--- config.mk ---
export PLATFORM = sky130hd
export DESIGN_NAME = ccff_bitstream_loader
export DESIGN_NICKNAME = d
export VERILOG_FILES = /design/src/rtl/ccff_loader_pkg.sv /design/src/rtl/ccff_word_serdes.sv /design/src/rtl/ccff_bitstream_loader.sv
export SDC_FILE = /design/constraint.sdc
export NUM_CORES = 1
export LEC_CHECK = 0
export CAP_MARGIN = 20
export CORE_AREA = 2 2 120 122
export DETAILED_ROUTE_END_ITERATION = 10
export DIE_AREA = 0 0 122 124
export PLACE_DENSITY = 0.64
export REMOVE_ABC_BUFFERS = 1
export SETUP_SLACK_MARGIN = 0.15
export SYNTH_ARGS = -nofsm -noshare
export SYNTH_HDL_FRONTEND = slang
export SYNTH_SLANG_ARGS = --single-unit
--- constraint.sdc ---
create_clock -name prog_clk -period 6.55 [get_ports prog_clk]
set_input_delay 0.9825 -clock prog_clk [delete_from_list [all_inputs] [get_ports prog_clk]]
set_output_delay 0.9825 -clock prog_clk [all_outputs]
set_load 0.05 [all_outputs]
--- src/rtl/ccff_loader_pkg.sv ---
// Shared types and elaboration-time helpers for the config-chain bitstream loader.
package ccff_loader_pkg;

  typedef enum logic [1:0] {
    IDLE  = 2'd0,
    LOAD  = 2'd1,
    FLUSH = 2'd2
  } state_e;

  // Width of a counter that must hold the values 0..n inclusive.
  function automatic int cnt_w(input int n);
    return $clog2(n + 1);
  endfunction

  function automatic int num_words(input int len, input int w);
    return (len + w - 1) / w;
  endfunction

  // Number of chain bits carried by the final (possibly partial) word.
  function automatic int last_bits(input int len, input int w);
    return len - (num_words(len, w) - 1) * w;
  endfunction

endpackage

--- src/rtl/ccff_word_serdes.sv ---
// Word-wide PISO feeding ccff_head plus SIPO collecting ccff_tail into readback words.
module ccff_word_serdes
  import ccff_loader_pkg::*;
#(
  parameter  int WORD_W = 32,
  localparam int IDX_W  = cnt_w(WORD_W)
) (
  input  logic              prog_clk,
  input  logic              pReset,
  input  logic              clr,
  input  logic              ld,
  input  logic [WORD_W-1:0] ld_data,
  input  logic [IDX_W-1:0]  ld_bits,
  input  logic              shift,
  input  logic              shift_last,
  input  logic              ccff_tail,
  input  logic              m_ready,
  output logic              ccff_head,
  output logic              have_bit,
  output logic              last_bit,
  output logic              out_stall,
  output logic              m_valid,
  output logic [WORD_W-1:0] m_data
);

  logic [WORD_W-1:0] piso_q, piso_d;
  logic [WORD_W-1:0] sipo_q, sipo_d;
  logic [WORD_W-1:0] m_data_q, m_data_d;
  logic [WORD_W-1:0] cap_word;
  logic [IDX_W-1:0]  left_q, left_d;
  logic [IDX_W-1:0]  cap_q, cap_d;
  logic              m_valid_q, m_valid_d;

  always_comb begin
    piso_d    = piso_q;
    left_d    = left_q;
    sipo_d    = sipo_q;
    cap_d     = cap_q;
    m_data_d  = m_data_q;
    m_valid_d = m_valid_q;
    cap_word  = sipo_q | (WORD_W'(ccff_tail) << cap_q);

    if (m_valid_q && m_ready) m_valid_d = 1'b0;

    if (shift) begin
      piso_d = piso_q >> 1;
      left_d = left_q - IDX_W'(1);
      sipo_d = cap_word;
      cap_d  = cap_q + IDX_W'(1);
      // A word closes when full or when the chain's last bit arrives (zero-filled above).
      if (cap_q == IDX_W'(WORD_W - 1) || shift_last) begin
        m_data_d  = cap_word;
        m_valid_d = 1'b1;
        sipo_d    = '0;
        cap_d     = '0;
      end
    end

    // A new word may land in the same cycle the old word's last bit leaves.
    if (ld) begin
      piso_d = ld_data;
      left_d = ld_bits;
    end

    if (clr) begin
      piso_d    = '0;
      left_d    = '0;
      sipo_d    = '0;
      cap_d     = '0;
      m_valid_d = 1'b0;
    end
  end

  always_ff @(posedge prog_clk or posedge pReset) begin
    if (pReset) begin
      piso_q    <= '0;
      left_q    <= '0;
      sipo_q    <= '0;
      cap_q     <= '0;
      m_data_q  <= '0;
      m_valid_q <= 1'b0;
    end else begin
      piso_q    <= piso_d;
      left_q    <= left_d;
      sipo_q    <= sipo_d;
      cap_q     <= cap_d;
      m_data_q  <= m_data_d;
      m_valid_q <= m_valid_d;
    end
  end

  assign ccff_head = piso_q[0];
  assign have_bit  = (left_q != '0);
  assign last_bit  = (left_q == IDX_W'(1));
  assign out_stall = m_valid_q && !m_ready;
  assign m_valid   = m_valid_q;
  assign m_data    = m_data_q;

endmodule

--- src/rtl/ccff_bitstream_loader.sv ---
// Streams host words into one config-chain segment and returns the displaced bits as readback.
module ccff_bitstream_loader
  import ccff_loader_pkg::*;
#(
  parameter int WORD_W    = 32,
  parameter int CHAIN_LEN = 64
) (
  input  logic              prog_clk,
  input  logic              pReset,
  input  logic              start,
  input  logic              abort,
  input  logic              s_valid,
  output logic              s_ready,
  input  logic [WORD_W-1:0] s_data,
  output logic              m_valid,
  input  logic              m_ready,
  output logic [WORD_W-1:0] m_data,
  output logic              ccff_head,
  input  logic              ccff_tail,
  output logic              prog_clk_en,
  output logic              busy,
  output logic              done
);

  localparam int CNT_W  = cnt_w(CHAIN_LEN);
  localparam int IDX_W  = cnt_w(WORD_W);
  localparam int NWORDS = num_words(CHAIN_LEN, WORD_W);
  localparam int WC_W   = cnt_w(NWORDS);

  localparam logic [CNT_W-1:0] LAST_CNT   = CNT_W'(CHAIN_LEN - 1);
  localparam logic [WC_W-1:0]  ALL_WORDS  = WC_W'(NWORDS);
  localparam logic [WC_W-1:0]  FINAL_WORD = WC_W'(NWORDS - 1);
  localparam logic [IDX_W-1:0] FULL_BITS  = IDX_W'(WORD_W);
  localparam logic [IDX_W-1:0] TAIL_BITS  = IDX_W'(last_bits(CHAIN_LEN, WORD_W));

  state_e           state_q, state_d;
  logic [CNT_W-1:0] bit_cnt_q, bit_cnt_d;
  logic [WC_W-1:0]  words_q, words_d;

  logic             have_bit, last_bit, out_stall;
  logic             shift, shift_last, hs, clr;
  logic [IDX_W-1:0] ld_bits;

  always_comb begin
    shift      = (state_q == LOAD) && have_bit && !out_stall && !abort;
    shift_last = shift && (bit_cnt_q == LAST_CNT);
    s_ready    = (state_q == LOAD) && !abort && (words_q != ALL_WORDS) &&
                 (!have_bit || (last_bit && shift));
    hs         = s_valid && s_ready;
    ld_bits    = (words_q == FINAL_WORD) ? TAIL_BITS : FULL_BITS;
    done       = (state_q == FLUSH) && m_valid && m_ready && !abort;
    // Abort in IDLE must leave the outputs untouched, so only clear on a live abort.
    clr        = (abort && state_q != IDLE) || (state_q == IDLE && start && !abort);

    state_d   = state_q;
    bit_cnt_d = bit_cnt_q;
    words_d   = words_q;
    if (shift) bit_cnt_d = bit_cnt_q + CNT_W'(1);
    if (hs)    words_d   = words_q + WC_W'(1);

    case (state_q)
      IDLE: if (start) begin
        state_d   = LOAD;
        bit_cnt_d = '0;
        words_d   = '0;
      end
      LOAD:    if (shift_last) state_d = FLUSH;
      FLUSH:   if (m_valid && m_ready) state_d = IDLE;
      default: state_d = IDLE;
    endcase

    if (abort) state_d = IDLE;
  end

  always_ff @(posedge prog_clk or posedge pReset) begin
    if (pReset) begin
      state_q   <= IDLE;
      bit_cnt_q <= '0;
      words_q   <= '0;
    end else begin
      state_q   <= state_d;
      bit_cnt_q <= bit_cnt_d;
      words_q   <= words_d;
    end
  end

  ccff_word_serdes #(.WORD_W(WORD_W)) u_serdes (
    .prog_clk   (prog_clk),
    .pReset     (pReset),
    .clr        (clr),
    .ld         (hs),
    .ld_data    (s_data),
    .ld_bits    (ld_bits),
    .shift      (shift),
    .shift_last (shift_last),
    .ccff_tail  (ccff_tail),
    .m_ready    (m_ready),
    .ccff_head  (ccff_head),
    .have_bit   (have_bit),
    .last_bit   (last_bit),
    .out_stall  (out_stall),
    .m_valid    (m_valid),
    .m_data     (m_data)
  );

  assign prog_clk_en = shift;
  assign busy        = (state_q == LOAD);

endmodule

==> results.yml <==
synthesis:
  syn_area_um2: 5590
  synth_seq_cells: 120
  synth_xor_area_share_pct: 0.313
  synth-simple-area-share_pct: 17.4
  synthArstFlopShare_pct: 100
  synth_edf_count: 0
  synth_fa_ha_area_share_pct: 1.12
  yosys_warnings: 0
  synth_flop_cell: "dfrtp_1"
  avgSynthCellArea_um2: 9.91
  syn_inst: 564
  synth_top_family_by_area: "compound AO/OA/AOI/OAI gates"
  ys_types: 54
  synthMuxAreaShare_pct: 1.12
  synth-seq-area-share_pct: 53.7
  synth_compound_area_share_pct: 22.1
final_layout:
  stdcell_count: 816
  fin_nets: 667
  post_route_cells_drive_above_1_share_pct: 9.59
  layout_commonest_cell: "dfrtp_1"
  area_growth_pct: 28.2
  mostFrequentLayoutCells: "dfrtp_1, a21oi_1, clkdlybuf4s50_1"
  diodes: 0
route:
  detail_route.iter0.violations: 469
  vias_per_cell: 5.81
  ant_nets: 0
  wl_per_cell_um: 17.4
  drtPass1Iterations: 5
  via_count: 4743
  routed_wl_um: 14200
  drc: 0
worst_setup_path:
  crit_buf_inv: 3
  crit_arrival_ps: 3410
  path_depth: 6
  start_kind: "input pin"
  max_stage_delay_ps: 850
  critPathMostFrequentCell: "clkdlybuf4s50_1"
  r2r_cells: 7
  crit_chain: "clkdlybuf4s50_1 > nor3b_4 > a31oi_2 > buf_4 > nor3_1 > clkdlybuf4s50_1"
  path_class: "input pin to output port"
  crit_family: "buffers and inverters"
  cp.required_ps: 5570
  cp_slowest_cell: "clkdlybuf4s50_1"
  critPathCaptureType: "output port"
  cp_max_fo: 33
clocking:
  clockBufferDepth: 2
  cts-hold-fix-buffers: 0
  cts_made_buffers: 17
  cts_tree: "built"
  htreeDepth: 4
  cts.clk_slew.worst_paths_ps: 50
  clock-root-buffer: "clkbuf_16"
  cts_resized: 0
  clk_latency_ps: 420
  post_cts_buffers: 0
  cts.sinks: 120
hold_path:
  worstHoldPathCells: 1
  hold_class: "register to register"
sta:
  whs_ps: 491
  tightest_slew_ps: 1060
  fin_crit_sh_pct: 67.1
  final_max_slew_viol_count: 0
  skew_ps: 5.90
  setup_viol: 0
  setup_tns_ps: 0
  min_period_ps: 4400
  max-slew-margin-rel_pct: 29.4
  rsz0062_at_grt: "false"
  hold_violations: 0
  timing.fmax_mhz: 227
power:
  ir_drop_mv: 0.206
  p_leak_nw: 2.97
  p_per_area_nw_per_um2: 343
die:
  num_rows: 43
  coreArea_um2: 13700
  io_pins: 77
  die_area_um2: 15100
  die_h_um: 124
  die_width_um: 122
  start_util_pct: 40.8
global_routing:
  grt_pass1_wl_um: 22900
  grt-ovfl-total: 0
  grt_pass1_vias: 4585
  grt_max_degree: 74
  grt_use_total_pct: 19.4
  antenna_found_initial: 0
placement:
  dp.cells: 781
  dp.final_hpwl_um: 8440
  port_buffers: 76
  routabilityCongestion: 0.827
run:
  maxCapViolCount: 0
status:
  status: "finished clean"
## area by class of cell
| type | count | area (um2) |
|---|---|---|
| clock buffer | 21 | 460 |
| clock inverter | 11 | 219 |
| fill | 1227 | 6550 |
| inverter | 7 | 28.8 |
| multi-input combinational | 391 | 2370 |
| sequential | 120 | 3000 |
| tap | 180 | 225 |
| timing repair buffer | 86 | 863 |
## flip-flops by register name (all words and copies together), names as in the netlist, 2 cells and up
| name | flops |
|---|---|
| bit_cnt_q | 7 |
| state_q | 2 |
| u_serdes.cap_q | 6 |
| u_serdes.left_q | 6 |
| u_serdes.m_data | 32 |
| u_serdes.piso_q | 32 |
| u_serdes.sipo_q | 32 |
| words_q | 2 |
## through the flow
step | power, mW | cell area [um2] | utilization, % | setup WS [ps]
global route | 2.56 | 7170 | 52.2 | 2040
finish | 2.46 | 7170 | 52.2 | 2150
floorplan | 1.23 | 5380 | - | 2260
CTS | 2.46 | 7140 | 52.0 | 2170
global placement | 1.37 | 6430 | 46.9 | 2230
detailed placement | 1.39 | 6460 | 47.1 | 2180
## path summary, 6_finish.rpt
path / start / end / slack (ps)
setup / recovery: abort / s_ready / 2150
max in group asynchronous: pReset / u_serdes.sipo_q[30]$_DFFE_PP0P_ / 4230
min in group asynchronous: pReset / u_serdes.piso_q[14]$_DFFE_PP0P_ / 1040
hold / removal: u_serdes.sipo_q[8]$_DFFE_PP0P_ / u_serdes.sipo_q[8]$_DFFE_PP0P_ / 490
setup reg to reg: u_serdes.left_q[1]$_DFFE_PP0P_ / u_serdes.sipo_q[18]$_DFFE_PP0P_ / 3390
hold reg to reg: u_serdes.sipo_q[8]$_DFFE_PP0P_ / u_serdes.sipo_q[8]$_DFFE_PP0P_ / 490
## cells in the mapped netlist, types with 7 or more instances
master / count / area share [%]
nor3_1: 40 / 3.6
inv_1: 7 / 0.47
buf_2: 18 / 1.6
nor2_1: 12 / 0.81
dfrtp_1: 120 / 54
clkbuf_1: 17 / 1.1
a32o_1: 23 / 4.1
o21ai_0: 8 / 0.72
a21oi_1: 104 / 9.3
buf_1: 7 / 0.47
a22o_1: 9 / 1.4
nand3_1: 39 / 3.5
a31oi_1: 32 / 3.6
nand2_1: 50 / 3.4
## power breakdown
group | leakage, nW | switching (mW) | total, mW | internal, mW
combinational | 1.00 | 0.287 | 0.457 | 0.170
clock | 0.316 | 0.336 | 1.07 | 0.733
sequential | 1.66 | 0.0773 | 0.930 | 0.852
total | 2.97 | 0.700 | 2.46 | 1.76
## layer usage
| layer | vias to the layer above | track usage, % | wire (um) |
|---|---|---|---|
| met5 | - | 0 | 0 |
| li1 | 2214 | - | - |
| met2 | 158 | 30.6 | 6620 |
| met1 | 2354 | 25.8 | 6520 |
| met3 | 17 | 5.59 | 875 |
| met4 | 0 | 6.54 | 181 |
## logic make-up after synthesis
logic type,after synthesis
compound gates,191
simple gates,187
flops,120
buf+inv,53
mux,6
fa+ha+maj,5
xor+xnor,2
No activity file was read; power rests on OpenSTA's default activity.
